--- src/rtl/xorexec_pg_top.sv ---
// ---------------------------------------------------------------------------
// xorexec_pg_top
//
// Purpose:
//   Always-on input FIFO -> power-gated xor execution stage -> always-on
//   output FIFO. An idle-driven controller isolates and powers down the
//   execution stage when no work is pending. When a word arrives it wakes
//   the stage, holding it in reset for a fixed settle time first.
//
// Parameters:
//   DWIDTH        data / key width
//   IDEPTH        input FIFO entries  (power of 2, >= 2)
//   ODEPTH        output FIFO entries (power of 2, >= 2)
//   IDLE_CYCLES   consecutive idle cycles in ON before power-down (>= 1)
//   PWRUP_CYCLES  cycles the stage is held in reset in WAKE (>= 1)
//
// Ports:
//   clk, rst          clock (rising edge), synchronous active-high reset
//   ififo_push        write idata into the input FIFO (ignored when full)
//   ififo_not_full    input FIFO can accept a word
//   idata             input word
//   key               xor key, sampled when the stage takes a word
//   pg_en             1 = power gating allowed
//   ofifo_pop         consume odata (ignored when empty)
//   ofifo_rdy         output FIFO non-empty, odata valid
//   odata             output FIFO head (show-ahead), 0 when empty
//   pwr_down          execution stage power switch off
//   iso_enable        execution stage outputs clamped to 0
//   exec_busy         execution stage register holds a word
//
// Optional build macro XOREXEC_PG_STATS_EN adds:
//   stat_words[31:0]  saturating count of words entering the output FIFO
//   stat_pdowns[15:0] saturating count of ISO->OFF transitions
// ---------------------------------------------------------------------------
module xorexec_pg_top #(
    parameter int DWIDTH       = 8,
    parameter int IDEPTH       = 8,
    parameter int ODEPTH       = 8,
    parameter int IDLE_CYCLES  = 16,
    parameter int PWRUP_CYCLES = 4
) (
    input  logic              clk,
    input  logic              rst,
    input  logic              ififo_push,
    output logic              ififo_not_full,
    input  logic [DWIDTH-1:0] idata,
    input  logic [DWIDTH-1:0] key,
    input  logic              pg_en,
    input  logic              ofifo_pop,
    output logic              ofifo_rdy,
    output logic [DWIDTH-1:0] odata,
    output logic              pwr_down,
    output logic              iso_enable,
    output logic              exec_busy
`ifdef XOREXEC_PG_STATS_EN
    ,
    output logic [31:0]       stat_words,
    output logic [15:0]       stat_pdowns
`endif
);

    localparam int IPW = $clog2(IDEPTH);
    localparam int ICW = IPW + 1;
    localparam int OPW = $clog2(ODEPTH);
    localparam int OCW = OPW + 1;
    localparam int IDW = $clog2(IDLE_CYCLES + 1);
    localparam int WUW = $clog2(PWRUP_CYCLES + 1);

    localparam logic [ICW-1:0] IFULL    = ICW'(IDEPTH);
    localparam logic [OCW-1:0] OFULL    = OCW'(ODEPTH);
    localparam logic [IDW-1:0] IDLE_MAX = IDW'(IDLE_CYCLES);
    localparam logic [WUW-1:0] WU_LAST  = WUW'(PWRUP_CYCLES - 1);

    typedef enum logic [1:0] {
        ST_ON   = 2'd0,
        ST_ISO  = 2'd1,
        ST_OFF  = 2'd2,
        ST_WAKE = 2'd3
    } pstate_t;

    pstate_t state, state_nxt;

    // Input FIFO storage and control
    logic [DWIDTH-1:0] imem [IDEPTH];
    logic [IPW-1:0]    iwr, ird;
    logic [ICW-1:0]    icnt;
    logic              i_empty, ipush, ipop;

    // Execution stage
    logic [DWIDTH-1:0] stg_data_p1;
    logic              stg_vld_p1;
    logic [DWIDTH-1:0] exec_out;
    logic              fire, stg_push;

    // Output FIFO storage and control
    logic [DWIDTH-1:0] omem [ODEPTH];
    logic [OPW-1:0]    owr, ord;
    logic [OCW-1:0]    ocnt;
    logic              o_empty, o_not_full, opop;

    // Power controller counters
    logic [IDW-1:0]    idle_cnt;
    logic [WUW-1:0]    wu_cnt;
    logic              idle_now;

    // ---------------- input FIFO (always-on) ----------------
    assign i_empty        = (icnt == '0);
    assign ififo_not_full = (icnt != IFULL);
    assign ipush          = ififo_push && ififo_not_full;
    assign ipop           = fire;

    always_ff @(posedge clk) begin
        if (rst) begin
            iwr  <= '0;
            ird  <= '0;
            icnt <= '0;
        end else begin
            if (ipush) iwr <= iwr + IPW'(1);
            if (ipop)  ird <= ird + IPW'(1);
            case ({ipush, ipop})
                2'b10:   icnt <= icnt + ICW'(1);
                2'b01:   icnt <= icnt - ICW'(1);
                default: icnt <= icnt;
            endcase
        end
    end

    always_ff @(posedge clk) begin
        if (ipush) imem[iwr] <= idata;
    end

    // ---------------- execution stage p1 (gated domain) ----------------
    // The stage only takes new work in ON; in the other states it is known
    // empty, and the isolation clamp keeps anything it drives at zero.
    assign stg_push = stg_vld_p1 && o_not_full && !iso_enable;
    assign fire     = (state == ST_ON) && !i_empty && (!stg_vld_p1 || stg_push);
    assign exec_out = iso_enable ? '0 : stg_data_p1;

    always_ff @(posedge clk) begin
        if (rst || state == ST_WAKE) begin
            stg_vld_p1 <= 1'b0;
        end else if (fire) begin
            stg_vld_p1 <= 1'b1;
        end else if (stg_push) begin
            stg_vld_p1 <= 1'b0;
        end
    end

    always_ff @(posedge clk) begin
        if (fire) stg_data_p1 <= imem[ird] ^ key;
    end

    assign exec_busy = stg_vld_p1;

    // ---------------- output FIFO (always-on) ----------------
    assign o_empty    = (ocnt == '0);
    assign o_not_full = (ocnt != OFULL);
    assign opop       = ofifo_pop && !o_empty;
    assign ofifo_rdy  = !o_empty;
    assign odata      = o_empty ? '0 : omem[ord];

    always_ff @(posedge clk) begin
        if (rst) begin
            owr  <= '0;
            ord  <= '0;
            ocnt <= '0;
        end else begin
            if (stg_push) owr <= owr + OPW'(1);
            if (opop)     ord <= ord + OPW'(1);
            case ({stg_push, opop})
                2'b10:   ocnt <= ocnt + OCW'(1);
                2'b01:   ocnt <= ocnt - OCW'(1);
                default: ocnt <= ocnt;
            endcase
        end
    end

    always_ff @(posedge clk) begin
        if (stg_push) omem[owr] <= exec_out;
    end

    // ---------------- power controller ----------------
    assign idle_now = !stg_vld_p1 && i_empty;

    always_ff @(posedge clk) begin
        if (rst) state <= ST_ON;
        else     state <= state_nxt;
    end

    // ON->ISO also requires idle this cycle, so a word that landed in the
    // input FIFO on the previous edge is executed rather than stranded in
    // the stage while it is powered down.
    always_comb begin
        state_nxt = state;
        case (state)
            ST_ON:   if (idle_now && pg_en && idle_cnt == IDLE_MAX) state_nxt = ST_ISO;
            ST_ISO:  state_nxt = ST_OFF;
            ST_OFF:  if (!i_empty || !pg_en) state_nxt = ST_WAKE;
            ST_WAKE: if (wu_cnt == WU_LAST) state_nxt = ST_ON;
            default: state_nxt = ST_ON;
        endcase
    end

    always_comb begin
        pwr_down   = (state == ST_OFF);
        iso_enable = (state != ST_ON);
    end

    // Idle counter saturates at IDLE_MAX, so with pg_en low it simply waits
    // there; outside ON it is held clear, which re-arms it for the next ON.
    always_ff @(posedge clk) begin
        if (rst || state != ST_ON || !idle_now) begin
            idle_cnt <= '0;
        end else if (idle_cnt != IDLE_MAX) begin
            idle_cnt <= idle_cnt + IDW'(1);
        end
    end

    always_ff @(posedge clk) begin
        if (rst || state != ST_WAKE) wu_cnt <= '0;
        else                         wu_cnt <= wu_cnt + WUW'(1);
    end

`ifdef XOREXEC_PG_STATS_EN
    // ---------------- statistics ----------------
    always_ff @(posedge clk) begin
        if (rst) begin
            stat_words  <= '0;
            stat_pdowns <= '0;
        end else begin
            if (stg_push && stat_words != '1)        stat_words  <= stat_words + 32'd1;
            if (state == ST_ISO && stat_pdowns != '1) stat_pdowns <= stat_pdowns + 16'd1;
        end
    end
`endif

endmodule

--- config.mk ---
export PLATFORM = sky130hd
export DESIGN_NAME = xorexec_pg_top
export DESIGN_NICKNAME = d
export VERILOG_FILES = /design/src/rtl/xorexec_pg_top.sv
export SDC_FILE = /design/constraint.sdc
export NUM_CORES = 1
export LEC_CHECK = 0
export CAP_MARGIN = 40
export CORE_MARGIN = 1
export CORE_UTILIZATION = 45
export DETAILED_ROUTE_END_ITERATION = 16
export PLACE_DENSITY = 0.72
export SLEW_MARGIN = 0
export SYNTH_ARGS = -nofsm -noshare
export SYNTH_HDL_FRONTEND = slang
export SYNTH_SLANG_ARGS = --single-unit
export TNS_END_PERCENT = 1
--- constraint.sdc ---
create_clock -name clk -period 4.4 [get_ports clk]
set_input_delay 0.44 -clock clk [delete_from_list [all_inputs] [get_ports clk]]
set_output_delay 0.44 -clock clk [all_outputs]
set_load 0.1 [all_outputs]
==> impl_metrics.csv <==
group,metric,value,unit
power_and_ir_drop,p_leak,2.84,nW
finish,multi_input_area,2090,um^2
grt,grt_pass1_vias,3822,
cts,ctsResizeCount,0,
grt,grt_use_met1,19.4,%
yosys,syn-instance-count,427,
sta,setup_ws,1.34,ns
grt,grtUsageMet2,29.9,%
route,vias_per_cell,5.16,
cts,hold_buffers,0,
floorplanning,die_h,127,um
yosys,ys_warn_count,0,
grt,grt_usage,16.9,%
finish,regArea,4820,um^2
sta,worst_pin_slew,0.913,ns
placed_design,place_inst,682,
critical_path,r2r.worst_path.cells,12,
power_and_ir_drop,p_total,6.08,mW
critical_path,cp.required,4.75,ns
critical_path,worstPathMaxFanout,13,
grt,top_usage_layer,"met2",
critical_path,reg2reg_from,"state[0]",
cts,clk_latency,0.43,ns
grt,grt_pass1_wl,20.0,mm
sta,timing.fmax,0.327,GHz
grt,gr-usage-met3,5.32,%
cts,cts_tree,"done",
sta,fin_skew,0.00759,ns
finish,drive_gt1_share,18.5,%
critical_path,r2r_slack,1.34,ns
yosys,synth_ff_type,"edfxtp_1",
floorplanning,fp.dieW,127,um
route,remaining_drc_errors,0,
sta,fin_crit_sh,69.6,%
finish,fillCellCount,1170,
grt,grt_max_degree,17,
yosys,post-synth-top-count-cell,"edfxtp_1",
sta,hold_violations,0,
critical_path,startpoint,"state[0]",
sta,rsz0062_at_grt,"no",
placed_design,io_buffers,33,
yosys,synth_area_leaders,"edfxtp_1 58%, dfxtp_1 11%, mux4_2 10%",
floorplanning,core,15300,um^2
yosys,yosysSeqAreaShare,68.6,%
power_and_ir_drop,powerDensity,718,nW/um^2
yosys,synthTopCellsByCount,"136 x edfxtp_1, 48 x nor2_1, 37 x dfxtp_1",
yosys,synth_edf_count,136,
sta,drv_slew,0,
cts,cts_setup_buffers,0,
yosys,synth_nets,465,
yosys,async_flop_share,0,%
placed_design,pre_cts_slack,1.34,ns
cts,cts-htree-levels,4,
route,wl_per_cell,17.2,um
sta,setup_tns,0,ns
finish,diodes,0,
grt,antenna_found_initial,0,
finish,fin_util,55.5,%
yosys,ys_ff_latch,173,
critical_path,cp-start-kind,"flop",
critical_path,critical_path_class,"flop to flop",
route,vias,3681,
route,drt_iter0_drc,234,
hold_path,hp-class,"flop to flop",
cts,clk_pin_slew,0.06,ns
yosys,synth_top_area_share,58.0,%
run,maxCapViolCount,0,
grt,grt_overflow,0,
floorplanning,io_pins,34,
finish,syn_to_final_growth,20.4,%
yosys,synth_cell_type_count,41,
cts,cts.path.max_buffers,2,
yosys,avgSynthCellArea,16.5,um^2
cts,cts_num_sinks,173,
route,wl,12.3,mm
route,drt-pass1-iter-count,4,
status,status,"completed",
placed_design,dp_hpwl,8.31,mm
critical_path,worstSetupEndpoint,"ocnt[3]",
sta,period_minus_slack,3.06,ns
yosys,synth_top_area_cell,"edfxtp_1",
finish,fin_nets,528,
power_and_ir_drop,ir_drop,0.000534,V
placed_design,gp_congestion,0.748,
yosys,syn_area,7040,um^2
hold_path,min_path_cells,1,
floorplanning,fp-row-count,45,
finish,stdcell_count,713,
cts,numCtsBuffers,17,
route,ant_nets,0,
sta,relSlewSlack,38.8,%
floorplanning,die_area,16100,um^2
cts,cts-root-buf,"clkbuf_16",
critical_path,cp-end-kind,"flop",
critical_path,cp.arrival,3.42,ns
sta,setup_viol,0,
critical_path,timing.rr.end,"ocnt[3]",
floorplanning,start_util,46.1,%
[layout by cell type, fill, tap and decap left out, drive strengths merged, types with 2 or more instances in the layout]
| cell type | count |
|---|---|
| nand2 | 13 |
| buf | 28 |
| mux2i | 22 |
| nor4 | 3 |
| ha | 16 |
| inv | 13 |
| nor2b | 3 |
| and2 | 9 |
| or3 | 2 |
| clkbuf | 22 |
| dfxtp | 37 |
| nor2 | 48 |
| nand2b | 6 |
| xor2 | 10 |
| nand3 | 6 |
| xnor2 | 14 |
| edfxtp | 136 |
| nor3 | 11 |
| bufinv | 3 |
| a211oi | 3 |
| clkdlybuf4s50 | 33 |
| mux4 | 32 |
| a21oi | 8 |
| clkinv | 5 |
| o21ai | 4 |
[power by group]
part | internal (mW) | switching, mW
Sequential | 2.12 | 0.181
Combinational | 0.976 | 1.36
Clock | 0.881 | 0.559
Total | 3.98 | 2.10
[state kept, by name, indices dropped and copies added, names as in the netlist, named ones only]
register,count
stg_data_p1,8
state,2
ird,3
iwr,3
wu_cnt,3
idle_cnt,5
icnt,4
ord,3
ocnt,4
owr,3
imem,64
exec_busy,1
omem,64
[logic make-up (layout without fill, tap and decap cells)]
group                      Yosys count  after routing  share of synthesized area (%)
muxes                               55             55                           13.6
DFF                                173            173                           68.6
xor gates and xnor gates            24             24                           2.99
buffers and inverters               30            105                           1.94
AOI/OAI and AO/OA                   21             21                           2.08
adders and majority gates           17             17                           3.13
and+or+nand+nor                    107            107                           7.72
[worst max-delay path, cell delays in order, from the launching register on]
cell and delay (ns):
dfxtp_1 0.32, inv_1 0.09, ha_1 0.38, inv_1 0.14, nor3_1 0.44, inv_1 0.16, ha_1 0.26, ha_1 0.29
a21o_2 0.22, a21oi_1 0.17, xnor2_1 0.09, or3_1 0.30, a21oi_1 0.13
[routing by layer]
| layer | up-vias | wire length (um) |
|---|---|---|
| met4 | 0 | 173 |
| met2 | 90 | 6390 |
| li1 | 1737 | - |
| met5 | - | 0 |
| met3 | 21 | 598 |
| met1 | 1833 | 5110 |
[how the worst min path moves through the flow]
stage / end / startpoint / slack, ns
after floorplan: wu_cnt[0] / wu_cnt[0] / 0.40
after global placement: wu_cnt[0] / wu_cnt[0] / 0.41
after detailed placement: wu_cnt[0] / wu_cnt[0] / 0.42
after CTS: wu_cnt[0] / wu_cnt[0] / 0.43
after global routing: wu_cnt[0] / wu_cnt[0] / 0.48
final: wu_cnt[0] / wu_cnt[0] / 0.43
[area by class of cell]
cell class                      instances  area share (%)
Tap cell                              211            3.12
Clock buffer                           22            5.24
Multi-Input combinational cell        224            24.7
Sequential cell                       173            57.0
Clock inverter                          9            1.42
Timing Repair Buffer                   61            8.01
Inverter                               13           0.576
[stage by stage]
step / cell area (um^2) / hold WS [ns]
floorplan: 7040 / 0.399
global placement: 7600 / 0.406
detailed placement: 7910 / 0.422
CTS: 8470 / 0.430
global route: 8470 / 0.482
finish: 8470 / 0.430
Power figures use the tool's default switching activity.
